==> src/rtl/uart_packet_tx_if.sv <==
// uart_packet_tx_if: packet request and UART byte-load signals for uart_packet_tx
interface uart_packet_tx_if #(
    parameter int MAX_LEN = 8
);
    logic                   pkt_valid;
    logic                   pkt_ready;
    logic [7:0]             pkt_type;
    logic [3:0]             pkt_len;
    logic [8*MAX_LEN-1:0]   pkt_data;
    logic                   ld_tx_data;
    logic [7:0]             tx_data;
    logic                   tx_empty;
    logic                   busy;
    logic                   pkt_done;
    logic                   len_err;
    logic                   timeout_err;

    modport master (
        output pkt_valid, pkt_type, pkt_len, pkt_data, tx_empty,
        input  pkt_ready, ld_tx_data, tx_data, busy, pkt_done, len_err, timeout_err
    );

    modport slave (
        input  pkt_valid, pkt_type, pkt_len, pkt_data, tx_empty,
        output pkt_ready, ld_tx_data, tx_data, busy, pkt_done, len_err, timeout_err
    );
endinterface

==> src/rtl/uart_packet_tx.sv <==
// uart_packet_tx: frames one event message as SOF, TYPE, LEN, DATA..., CHK onto a UART byte-load port
module uart_packet_tx #(
    parameter int          MAX_LEN     = 8,
    parameter logic [7:0]  SOF_BYTE    = 8'hA5,
    parameter int          ACK_TIMEOUT = 16
) (
    input  logic            txclk,
    input  logic            reset_n,
    uart_packet_tx_if.slave bus
);
    localparam int CW = $clog2(ACK_TIMEOUT + 1);

    typedef enum logic [1:0] {IDLE, LOAD, ACK} state_t;

    state_t               r_state, w_state;
    logic [7:0]           r_type, w_type;
    logic [3:0]           r_len, w_len;
    logic [8*MAX_LEN-1:0] r_data, w_data;
    logic [4:0]           r_idx, w_idx;
    logic [7:0]           r_chk, w_chk;
    logic [CW-1:0]        r_cnt, w_cnt;
    logic [7:0]           r_tx_data, w_tx_data;
    logic                 r_ld, w_ld;
    logic                 r_done, w_done;
    logic                 r_len_err, w_len_err;
    logic                 r_to, w_to;
    logic [4:0]           w_last;
    logic [7:0]           w_byte;

    // payload is shifted down as each data byte is taken, so the current data byte is always the low byte
    assign w_last = {1'b0, r_len} + 5'd3;
    assign w_byte = (r_idx == 5'd0)   ? SOF_BYTE :
                    (r_idx == 5'd1)   ? r_type :
                    (r_idx == 5'd2)   ? {4'h0, r_len} :
                    (r_idx == w_last) ? r_chk : r_data[7:0];

    assign bus.pkt_ready   = (r_state == IDLE);
    assign bus.busy        = (r_state != IDLE);
    assign bus.ld_tx_data  = r_ld;
    assign bus.tx_data     = r_tx_data;
    assign bus.pkt_done    = r_done;
    assign bus.len_err     = r_len_err;
    assign bus.timeout_err = r_to;

    // next-state and next-output logic: accept, present a byte, wait for the UART to take it
    always_comb begin
        w_state   = r_state;
        w_type    = r_type;
        w_len     = r_len;
        w_data    = r_data;
        w_idx     = r_idx;
        w_chk     = r_chk;
        w_cnt     = r_cnt;
        w_tx_data = r_tx_data;
        w_ld      = 1'b0;
        w_done    = 1'b0;
        w_len_err = 1'b0;
        w_to      = 1'b0;
        case (r_state)
            IDLE: begin
                if (bus.pkt_valid) begin
                    if (bus.pkt_len > 4'(MAX_LEN)) begin
                        w_len_err = 1'b1;
                    end else begin
                        w_type  = bus.pkt_type;
                        w_len   = bus.pkt_len;
                        w_data  = bus.pkt_data;
                        w_idx   = 5'd0;
                        w_chk   = 8'h00;
                        w_state = LOAD;
                    end
                end
            end
            LOAD: begin
                w_tx_data = w_byte;
                if (bus.tx_empty) begin
                    w_ld    = 1'b1;
                    w_cnt   = '0;
                    w_state = ACK;
                end
            end
            ACK: begin
                if (!bus.tx_empty) begin
                    if (r_idx == w_last) begin
                        w_done  = 1'b1;
                        w_state = IDLE;
                    end else begin
                        w_idx   = r_idx + 5'd1;
                        w_chk   = (r_idx != 5'd0) ? r_chk + r_tx_data : r_chk;
                        w_data  = (r_idx >= 5'd3) ? r_data >> 8 : r_data;
                        w_state = LOAD;
                    end
                end else if (r_cnt == CW'(ACK_TIMEOUT - 1)) begin
                    w_to    = 1'b1;
                    w_state = IDLE;
                end else begin
                    w_cnt = r_cnt + 1'b1;
                end
            end
            default: w_state = IDLE;
        endcase
    end

    // state and datapath registers; reset abandons any partial frame
    always_ff @(posedge txclk or negedge reset_n) begin
        if (!reset_n) begin
            r_state   <= IDLE;
            r_type    <= '0;
            r_len     <= '0;
            r_data    <= '0;
            r_idx     <= '0;
            r_chk     <= '0;
            r_cnt     <= '0;
            r_tx_data <= '0;
            r_ld      <= 1'b0;
            r_done    <= 1'b0;
            r_len_err <= 1'b0;
            r_to      <= 1'b0;
        end else begin
            r_state   <= w_state;
            r_type    <= w_type;
            r_len     <= w_len;
            r_data    <= w_data;
            r_idx     <= w_idx;
            r_chk     <= w_chk;
            r_cnt     <= w_cnt;
            r_tx_data <= w_tx_data;
            r_ld      <= w_ld;
            r_done    <= w_done;
            r_len_err <= w_len_err;
            r_to      <= w_to;
        end
    end
endmodule

==> src/flat_wrapper.sv <==
// flat-port wrapper written by rule: the top's interface ports become plain ports
module uart_packet_tx_flat 
#(
    parameter int          MAX_LEN     = 8,
    parameter logic [7:0]  SOF_BYTE    = 8'hA5,
    parameter int          ACK_TIMEOUT = 16
)
  (txclk, reset_n, bus_pkt_valid, bus_pkt_type, bus_pkt_len, bus_pkt_data, bus_tx_empty, bus_pkt_ready, bus_ld_tx_data, bus_tx_data, bus_busy, bus_pkt_done, bus_len_err, bus_timeout_err);
  uart_packet_tx_if #(.MAX_LEN(MAX_LEN)) bus_i ();
  input  logic txclk;
  input  logic reset_n;
  input wire logic [$bits(bus_i.pkt_valid)-1:0] bus_pkt_valid;
  input wire logic [$bits(bus_i.pkt_type)-1:0] bus_pkt_type;
  input wire logic [$bits(bus_i.pkt_len)-1:0] bus_pkt_len;
  input wire logic [$bits(bus_i.pkt_data)-1:0] bus_pkt_data;
  input wire logic [$bits(bus_i.tx_empty)-1:0] bus_tx_empty;
  output wire logic [$bits(bus_i.pkt_ready)-1:0] bus_pkt_ready;
  output wire logic [$bits(bus_i.ld_tx_data)-1:0] bus_ld_tx_data;
  output wire logic [$bits(bus_i.tx_data)-1:0] bus_tx_data;
  output wire logic [$bits(bus_i.busy)-1:0] bus_busy;
  output wire logic [$bits(bus_i.pkt_done)-1:0] bus_pkt_done;
  output wire logic [$bits(bus_i.len_err)-1:0] bus_len_err;
  output wire logic [$bits(bus_i.timeout_err)-1:0] bus_timeout_err;
  assign bus_i.pkt_valid = bus_pkt_valid;
  assign bus_i.pkt_type = bus_pkt_type;
  assign bus_i.pkt_len = bus_pkt_len;
  assign bus_i.pkt_data = bus_pkt_data;
  assign bus_i.tx_empty = bus_tx_empty;
  assign bus_pkt_ready = bus_i.pkt_ready;
  assign bus_ld_tx_data = bus_i.ld_tx_data;
  assign bus_tx_data = bus_i.tx_data;
  assign bus_busy = bus_i.busy;
  assign bus_pkt_done = bus_i.pkt_done;
  assign bus_len_err = bus_i.len_err;
  assign bus_timeout_err = bus_i.timeout_err;
  uart_packet_tx #(.MAX_LEN(MAX_LEN), .SOF_BYTE(SOF_BYTE), .ACK_TIMEOUT(ACK_TIMEOUT)) u_core (.txclk(txclk), .reset_n(reset_n), .bus(bus_i));
endmodule
==> config.mk <==
export PLATFORM = sky130hd
export DESIGN_NAME = uart_packet_tx_flat
export DESIGN_NICKNAME = d
export VERILOG_FILES = /design/src/rtl/uart_packet_tx_if.sv /design/src/rtl/uart_packet_tx.sv /design/src/flat_wrapper.sv
export SDC_FILE = /design/constraint.sdc
export NUM_CORES = 1
export LEC_CHECK = 0
export CAP_MARGIN = 20
export CORE_ASPECT_RATIO = 1.25
export CORE_MARGIN = 1.5
export CORE_UTILIZATION = 39
export DETAILED_ROUTE_END_ITERATION = 7
export GPL_ROUTABILITY_DRIVEN = 0
export REMOVE_ABC_BUFFERS = 1
export SYNTH_ARGS = -nofsm -noshare
export SYNTH_HDL_FRONTEND = slang
export SYNTH_SLANG_ARGS = --single-unit
==> constraint.sdc <==
create_clock -name txclk -period 2.6 [get_ports txclk]
set_input_delay 0.39 -clock txclk [delete_from_list [all_inputs] [get_ports txclk]]
set_output_delay 0.39 -clock txclk [all_outputs]
set_load 0.03 [all_outputs]
==> flow_summary_export.csv <==
group,metric,value,unit
run_status,outcome,"completed",
route,vias_per_cell,5.05,
place,portBuffers,93,
worst_setup_path,timing.rr.start,"u_core.r_len[0]",
worst_setup_path,startpoint,"u_core.r_len[0]",
hold_path,hold_path_class,"in -> async",
worst_setup_path,r2r_setup_slack,0.32,ns
worst_setup_path,end_kind,"register",
grt,gr-total-overflow,0,
final_layout,final_cell_mix,"204 x nand2_1, 108 x dfrtp_1, 92 x clkdlybuf4s50_1, 53 x mux2_2, 46 x o21ai_0",
clock_tree,h-tree-depth,3,
clock_tree,cts_tree,"built",
worst_setup_path,crit_path_end,"u_core.r_data[11]",
place,dp_hpwl,8810,um
timing,slew_headroom,0.464,
grt,grt_pass1_wl,21300,um
final_layout,drive_above_1_share,0.132,
grt,grt_pass1_vias,4520,
grt,grt_busiest_layer,"met2",
synthesis,ys_ff_latch,108,
worst_setup_path,arrival,2.51,ns
route,detail_route.wl_per_cell,14.2,um
die,core,13900,sq um
route,drtPass1Iterations,4,
clock_tree,cts.repair.resized,0,
grt,antenna_found_initial,0,
worst_setup_path,startpoint_type,"register",
grt,use_met3,0.0260,
die,die_area,15200,sq um
run,maxCapViolCount,0,
route,drtIter0Drc,130,
grt,use_met2,0.300,
timing,setup_viol,0,
worst_setup_path,r2r_cells,8,
timing,drv_slew,0,
pwr,power_density,1090,nW/um^2
worst_setup_path,crit-reg2reg-capture,"u_core.r_data[11]",
worst_setup_path,cp_max_fo,64,
synthesis,avgSynthCellArea,9.16,sq um
timing,worst_pin_slew,0.803,ns
worst_setup_path,cp_slowest_cell,"dfrtp_1",
route,via_count,4440,
worst_setup_path,cp_data_required_time,2.83,ns
timing,skew,0.00856,ns
timing,min_period_over_period,0.877,
final_layout,register_area,2700,sq um
pwr,ir_worst_vdd,0.448,mV
final_layout,n_fill_cell,1348,
clock_tree,cts_hold_buffers,0,
die,die_x,110,um
worst_setup_path,slowest_delay,0.40,ns
timing,min_period,2.28,ns
synthesis,netlist_area,5630,sq um
grt,grtUsageTotal,0.172,
place,place_area,6750,sq um
die,chipHeight,137,um
clock_tree,clk_pin_slew,0.08,ns
final_layout,syn2layout_area_growth,24.9,%
route,drcViolationCount,0,
die,num_io_pins,94,
timing,fmax,438,MHz
clock_tree,cts.sink_count,108,
clock_tree,clock_path_buffers,2,
die,rows,48,
final_layout,final_cells,880,
pwr,leakagePower,3.20,nW
final_layout,fin_nets,795,
grt,use_met1,0.218,
timing,rsz0062_at_grt,"no",
final_layout,design_area,7030,sq um
worst_setup_path,crit_type,"reg -> reg",
clock_tree,post_cts_buffers,0,
route,ant_nets,0,
grt,grt_max_degree,69,
clock_tree,cts_root_buffer,"clkbuf_16",
synthesis,yosysUniqueCellTypes,44,
die,start_util,0.404,
synthesis,synth_warnings,0,
final_layout,multi_input_area,2680,sq um
synthesis,synthCells,615,
clock_tree,cts_buffers,9,
final_layout,final_common_cell,"nand2_1",
timing,finalHoldViolCount,0,
clock_tree,insertion_delay,0.35,ns
worst_setup_path,path_cells,"inv_1 -> ha_1 -> xor2_1 -> nand3_1 -> o21ai_2 -> a21oi_4 -> buf_12 -> mux2_2",
timing,fin_tns_setup,0,ns
route,routed_wl,12500,um
final_layout,diodes,0,
place,post-place-cells,864,
synthesis,seq_area_frac_synth,0.480,
pwr,design_power_total,0.00766,W
worst max-delay path, delay by kind of cell (launching register included):
family | cells | cell delay, ns
xor gates and xnor gates | 1 | 0.16
AOI/OAI and AO/OA | 2 | 0.30
buffers and inverters | 2 | 0.38
muxes | 1 | 0.39
and+or+nand+nor | 1 | 0.19
adders and majority gates | 1 | 0.30
DFF | 1 | 0.40
synth_stat cells:
| library cell | number | share of area |
|---|---|---|
| a211oi_1 | 2 | 0.0027 |
| a21boi_0 | 1 | 0.0013 |
| a21o_1 | 2 | 0.0027 |
| a21oi_1 | 24 | 0.021 |
| a21oi_2 | 1 | 0.0016 |
| a21oi_4 | 1 | 0.0029 |
| and2_1 | 1 | 0.0011 |
| and3_1 | 3 | 0.0033 |
| buf_1 | 1 | 0.00067 |
| buf_2 | 4 | 0.0036 |
| buf_4 | 2 | 0.0027 |
| buf_6 | 5 | 0.010 |
| clkbuf_1 | 22 | 0.015 |
| dfrtp_1 | 108 | 0.48 |
| fa_1 | 1 | 0.0036 |
| ha_1 | 14 | 0.031 |
| inv_1 | 22 | 0.015 |
| mux2_1 | 5 | 0.010 |
| mux2_2 | 53 | 0.11 |
| mux2i_1 | 8 | 0.014 |
| nand2_1 | 204 | 0.14 |
| nand2b_1 | 5 | 0.0056 |
| nand3_1 | 9 | 0.0080 |
| nand4_1 | 1 | 0.0011 |
| nand4b_1 | 1 | 0.0016 |
| nor2_1 | 15 | 0.010 |
| nor2_2 | 1 | 0.0011 |
| nor2b_1 | 1 | 0.0011 |
| nor3_1 | 10 | 0.0089 |
| nor3b_1 | 4 | 0.0053 |
| nor4_1 | 2 | 0.0022 |
| o2111ai_1 | 1 | 0.0016 |
| o211ai_1 | 4 | 0.0053 |
| o21a_1 | 4 | 0.0053 |
| o21ai_0 | 46 | 0.041 |
| o21ai_2 | 1 | 0.0016 |
| o21bai_1 | 1 | 0.0013 |
| o221a_2 | 2 | 0.0040 |
| o22ai_1 | 4 | 0.0044 |
| o31ai_1 | 4 | 0.0053 |
| or3_1 | 3 | 0.0033 |
| or4_1 | 2 | 0.0027 |
| xnor2_1 | 4 | 0.0062 |
| xor2_1 | 6 | 0.0093 |
state kept, by name, summed over array words and instances, names as in the netlist, 2 cells and up:
register            cells
u_core.r_state          2
u_core.r_cnt            5
u_core.r_idx            5
u_core.r_data          64
u_core.r_chk            8
u_core.r_len            4
u_core.r_type           8
u_core.bus.tx_data      8
kinds of logic (layout without fill, tap and decap cells):
family                     Yosys count  after routing  synth area share
and+or+nand+nor                    262            262             0.191
DFF                                108            108             0.480
AOI/OAI and AO/OA                   98             98             0.102
muxes                               66             66             0.130
buffers and inverters               56            146            0.0462
adders and majority gates           15             15            0.0347
xor gates and xnor gates            10             10            0.0156
stage by stage:
step	hold WS, ns	setup WS, ns	utilization
finish	0.112	0.319	0.505
global route	0.179	0.190	0.505
CTS	0.149	0.318	0.505
detailed placement	0.463	0.142	0.484
global placement	0.463	0.196	0.484
floorplan	0.0944	-0.994	-
power breakdown:
part	switching (W)	internal (W)	leakage, nW
clock	0.000647	0.000664	0.134
sequential	0.000533	0.00246	1.32
combinational	0.00175	0.00160	1.75
total	0.00293	0.00473	3.20
how the worst min path moves through the flow:
stage | to | slack [ns] | cells after the start
global placement | u_core.r_type[4] | 0.46 | 2
detailed placement | u_core.r_type[7] | 0.46 | 2
global route | u_core.r_data[52] | 0.18 | 1
finish | u_core.r_data[52] | 0.11 | 1
floorplan | u_core.bus.ld_tx_data | 0.09 | 0
CTS | u_core.r_data[52] | 0.15 | 1
cell type report:
cell class,instances,share of cell area
clock inverters,7,0.00819
clock buffers,9,0.0320
flip-flops and latches,108,0.384
multi-input cells,451,0.381
repair buffers,108,0.152
inverters,22,0.0117
well taps,175,0.0311
metal layers:
metal	wire (um)	part of all wire	up-vias
met5	0	0	-
met1	5720	0.46	2109
met4	228	0.018	0
met3	392	0.031	19
li1	-	-	2221
met2	6110	0.49	91
(Power assumes the default switching activity.)
